==> src/rtl/time_counter.sv <==
// hh:mm:ss:cc time-of-day / countdown counter with run/pause, up/down, preset load,
// alarm compare and countdown-expired flag. Fields are 8-bit binary, stepped by a clock-enable divider.
module time_counter #(
  parameter int TICK_DIV = 500_000,
  parameter int DIV_W    = 20,
  parameter int HOURS    = 24
) (
  input  logic        clk,
  input  logic        rst,
  input  logic        run,
  input  logic        dir,
  input  logic        load,
  input  logic [31:0] load_data,
  input  logic        alarm_en,
  input  logic [31:0] alarm_time,
  output logic [31:0] time_data,
  output logic        tick,
  output logic        alarm_hit,
  output logic        expired
);

  localparam logic [DIV_W-1:0] DIV_LAST = DIV_W'(TICK_DIV - 1);
  localparam logic [7:0]       HH_MAX   = 8'(HOURS - 1);
  localparam logic [7:0]       MS_MAX   = 8'd59;
  localparam logic [7:0]       CC_MAX   = 8'd99;

  logic [DIV_W-1:0] div_q;
  logic [7:0]       hh, mm, ss, cc;
  logic [7:0]       nhh, nmm, nss, ncc;
  logic [7:0]       lhh, lmm, lss, lcc;
  logic [31:0]      next_time;
  logic             div_last;
  logic             step;

  assign time_data = {hh, mm, ss, cc};
  assign next_time = {nhh, nmm, nss, ncc};
  assign div_last  = (div_q == DIV_LAST);
  // Counting down from zero is suppressed entirely: no tick, no alarm, time holds.
  assign step      = run && div_last && !(dir && (time_data == 32'd0));

  // NOTE: every combinational output gets a default first so no path leaves it unassigned (no latch).
  always_comb begin
    nhh = hh;
    nmm = mm;
    nss = ss;
    ncc = cc;
    if (!dir) begin
      if (cc == CC_MAX) begin
        ncc = 8'd0;
        if (ss == MS_MAX) begin
          nss = 8'd0;
          if (mm == MS_MAX) begin
            nmm = 8'd0;
            nhh = (hh >= HH_MAX) ? 8'd0 : hh + 8'd1;
          end else begin
            nmm = mm + 8'd1;
          end
        end else begin
          nss = ss + 8'd1;
        end
      end else begin
        ncc = cc + 8'd1;
      end
    end else begin
      if (cc == 8'd0) begin
        ncc = CC_MAX;
        if (ss == 8'd0) begin
          nss = MS_MAX;
          if (mm == 8'd0) begin
            nmm = MS_MAX;
            nhh = (hh == 8'd0) ? HH_MAX : hh - 8'd1;
          end else begin
            nmm = mm - 8'd1;
          end
        end else begin
          nss = ss - 8'd1;
        end
      end else begin
        ncc = cc - 8'd1;
      end
    end
  end

  // Preset fields saturate at their maximum legal value.
  always_comb begin
    lhh = (load_data[31:24] > HH_MAX) ? HH_MAX : load_data[31:24];
    lmm = (load_data[23:16] > MS_MAX) ? MS_MAX : load_data[23:16];
    lss = (load_data[15:8]  > MS_MAX) ? MS_MAX : load_data[15:8];
    lcc = (load_data[7:0]   > CC_MAX) ? CC_MAX : load_data[7:0];
  end

  // NOTE: state is updated with non-blocking assignments so every register samples pre-edge values.
  always_ff @(posedge clk) begin
    if (rst) begin
      div_q     <= '0;
      {hh, mm, ss, cc} <= 32'd0;
      tick      <= 1'b0;
      alarm_hit <= 1'b0;
      expired   <= 1'b0;
    end else begin
      tick      <= 1'b0;
      alarm_hit <= 1'b0;
      if (load) begin
        div_q   <= '0;
        {hh, mm, ss, cc} <= {lhh, lmm, lss, lcc};
        expired <= 1'b0;
      end else begin
        if (run) div_q <= div_last ? '0 : div_q + 1'b1;
        if (step) begin
          {hh, mm, ss, cc} <= next_time;
          tick      <= 1'b1;
          alarm_hit <= alarm_en && (next_time == alarm_time);
          if (dir && (next_time == 32'd0)) expired <= 1'b1;
        end
      end
    end
  end

endmodule

==> config.mk <==
export PLATFORM = sky130hd
export DESIGN_NAME = time_counter
export DESIGN_NICKNAME = d
export VERILOG_FILES = /design/src/rtl/time_counter.sv
export SDC_FILE = /design/constraint.sdc
export NUM_CORES = 1
export LEC_CHECK = 0
export BUFFER_PORTS_ARGS = -buffer_cell sky130_fd_sc_hd__buf_2
export CAP_MARGIN = 20
export CORE_MARGIN = 2
export CORE_UTILIZATION = 55
export CTS_BUF_LIST = sky130_fd_sc_hd__clkbuf_8
export CTS_CLUSTER_DIAMETER = 40
export DETAILED_ROUTE_END_ITERATION = 12
export GPL_ROUTABILITY_DRIVEN = 0
export PLACE_DENSITY = 0.8
export SLEW_MARGIN = 20
export SYNTH_ARGS = -nofsm -noshare
export SYNTH_HDL_FRONTEND = slang
export SYNTH_SLANG_ARGS = --single-unit
==> constraint.sdc <==
create_clock -name clk -period 3.4 [get_ports clk]
set_clock_uncertainty 0.15 [all_clocks]
set_input_delay 0.68 -clock clk [delete_from_list [all_inputs] [get_ports clk]]
set_output_delay 0.68 -clock clk [all_outputs]
set_load 0.01 [all_outputs]
==> impl_results.md <==
* Die Span Y at 99.72 µm
* Initial core utilization at 0.5722
* Antenna viol nets, final at 0
* CP arrival at 3430 ps
* WL/cell at 19.00 µm
* Ports at 105
* Max clock buf depth at 2
* First-pass GRT wire length at 27.41 mm
* Die Width at 99.72 µm
* Buffers on Ports at 104
* Antenna violations before repair at 0
* GRT Total Usage at 0.3405
* Design area at 0.005958 mm²
* Clk sinks at 55
* Syn nets at 760
* Ys Warns at 0
* Post-DP Area at 0.005822 mm²
* Avg Inst Size Synth at 7.421 µm²
* Die Footprint at 0.009943 mm²
* Layout Area Growth over Synthesis at 18.25%
* WS Path Type: flop to flop
* Post-synthesis sequential area ratio at 0.2185
* Number of global-route vias before repair at 5593
* PwrDens at 274.7 mW/mm²
* Worst path required time at 3490 ps
* Endpoint type of the worst setup path: flop
* Grt ovf at 0
* Slew HR at 0.5573
* Filler cells at 755
* Top FF cell, synth: dfxtp_1
* Peak VDD IR at 0.2376 mV
* Via count at 5998
* Max-slew violation count at 0
* RSZ-0062 raised after global routing: yes
* Clock buffer count from CTS at 5
* Drt first pass iters at 5
* Core Util, Final at 0.6766
* Final net count at 868
* Crit Path Max Fanout at 15
* FF+latch count, synth at 55
* Maximum clock frequency at 299.5 MHz
* Worst Setup Start Kind: flop
* Layout cells sized above 1 at 0.2437
* Worst skew pair latency at 320 ps
* Largest cells by area after synthesis: dfxtp_1, nor2_1, xor2_1, a211oi_1, nor3_1
* Worst Hold Class: flop to flop
* Post-CTS Setup Inserts at 0
* CTS tree: built
* Worst slew pin tran at 662.5 ps
* Max cap viols at 0
* Most instantiated cells after synthesis: nor2_1, dfxtp_1, nor3_1, nand2_1
* Share of the synthesized area in the top cell type at 0.2185
* DRC Markers at 0
* Number of H-tree levels at 2
* Ant. Diodes at 0
* Final hold slack at 376.7 ps
* Ys async rst share at 0
* Largest net degree at the start of global routing at 22
* Rows at 34
* Synth area leader: dfxtp_1
* Cells after Synth at 679
* DR iter-0 viols at 530
* Core area at 0.008806 mm²
* Clock-pin transition on the worst setup and hold timing paths at 110 ps
* Mean number of vias per cell at 6.694
* P_leak at 2.438 nW
* Root Buffer: clkbuf_8
* Setup violators final at 0
* Hold_buf cts at 0
* Crit path time final at 3339 ps
* Outcome: finished clean
* HPWL after detailed placement at 13.32 mm
* DRT Wirelength at 17.03 mm
* Count of final hold-check violations at 0
* Most used standard cell by instance count after synthesis: nor2_1
* Setup TNS at 0 ps
* Post-Syn Area at 0.005039 mm²
* Post-synth cell types at 81
* Number of enable flip-flop cells after synthesis at 0
* Period utilization at 0.9821
## placed cells by master (no fill, tap or decap), types with 19 or more instances in the layout
cell	count
nand4_1	22
buf_4	43
inv_1	19
nand2_1	35
dfxtp_1	55
xor2_1	31
nor3_1	38
buf_2	104
a21oi_1	30
a211oi_1	28
nand3_1	27
nor2_1	92
xnor2_1	22
## worst max-delay path: stages, from the launching register on
cell	delay, ps
dfxtp_1	370
inv_1	120
ha_1	230
or3b_2	550
nor4_4	300
buf_6	210
a31oi_1	100
a32oi_1	450
xnor2_1	190
and3b_1	230
nand4_1	120
nor4_2	240
## path summary, 6_finish.rpt
path	start	to	slack, ps	cells after the start
worst min-delay path	div_q[18]$_SDFFE_PP0P_	div_q[18]$_SDFFE_PP0P_	380	2
worst max-delay path	cc[0]$_SDFFE_PP0P_	alarm_hit$_SDFF_PP0_	60	11
worst max register to register	cc[0]$_SDFFE_PP0P_	alarm_hit$_SDFF_PP0_	60	11
worst min register to register	div_q[18]$_SDFFE_PP0P_	div_q[18]$_SDFFE_PP0P_	380	2
## state kept, by name (all words and copies together) (netlist names)
name,flops
mm,8
tick,1
cc,8
div_q,20
ss,8
alarm_hit,1
expired,1
hh,8
## where the power goes
part	switching (mW)	leakage [nW]	internal, mW
Sequential	0.0357	0.449	0.663
Combinational	0.302	1.94	0.220
Clock	0.244	0.0522	0.172
## logic make-up after synthesis
family	Yosys count	share of synthesized area
XOR/XNOR	54	0.09660
buffers and inverters	68	0.05786
multiplexers	16	0.03253
adder cells (fa/ha/maj)	11	0.02732
AND/OR/NAND/NOR	316	0.3449
flip-flops	55	0.2185
AO/OA/AOI/OAI	159	0.2223
## routing by layer
layer	share of wire	global-route usage
met5	0	0
met4	0.043	0.1454
met3	0.11	0.06114
met2	0.46	0.5463
met1	0.39	0.4496
## stage by stage
| step | total power [mW] | setup WS [ps] | cells |
|---|---|---|---|
| 2_1_floorplan | 1.027 | 231.9 | 679 |
| 3_3_place_gp | 1.200 | 2.268 | 888 |
| 3_5_place_dp | 1.212 | 40.37 | 888 |
| 4_1_cts | 1.618 | 79.99 | 896 |
| 5_1_grt | 1.711 | -100.6 | 896 |
| 6_report | 1.637 | 60.76 | 896 |
## timing repair
action,4_1_cts,5_1_grt
setup endpoints to repair,0,5
hold endpoints to repair,0,0
gates resized for setup,0,9
## final cells by class
cell class                      instances  area (µm²)  share of cell area
Sequential cell                        55        1101              0.1848
Clock inverter                          2       17.52            0.002940
Tap cell                              108       135.1             0.02268
Inverter                               20       75.07             0.01260
Clock buffer                            6       82.58             0.01386
Timing Repair Buffer                  149       865.8              0.1453
Multi-Input combinational cell        556        3681              0.6178
No activity file was read; power rests on OpenSTA's default activity.
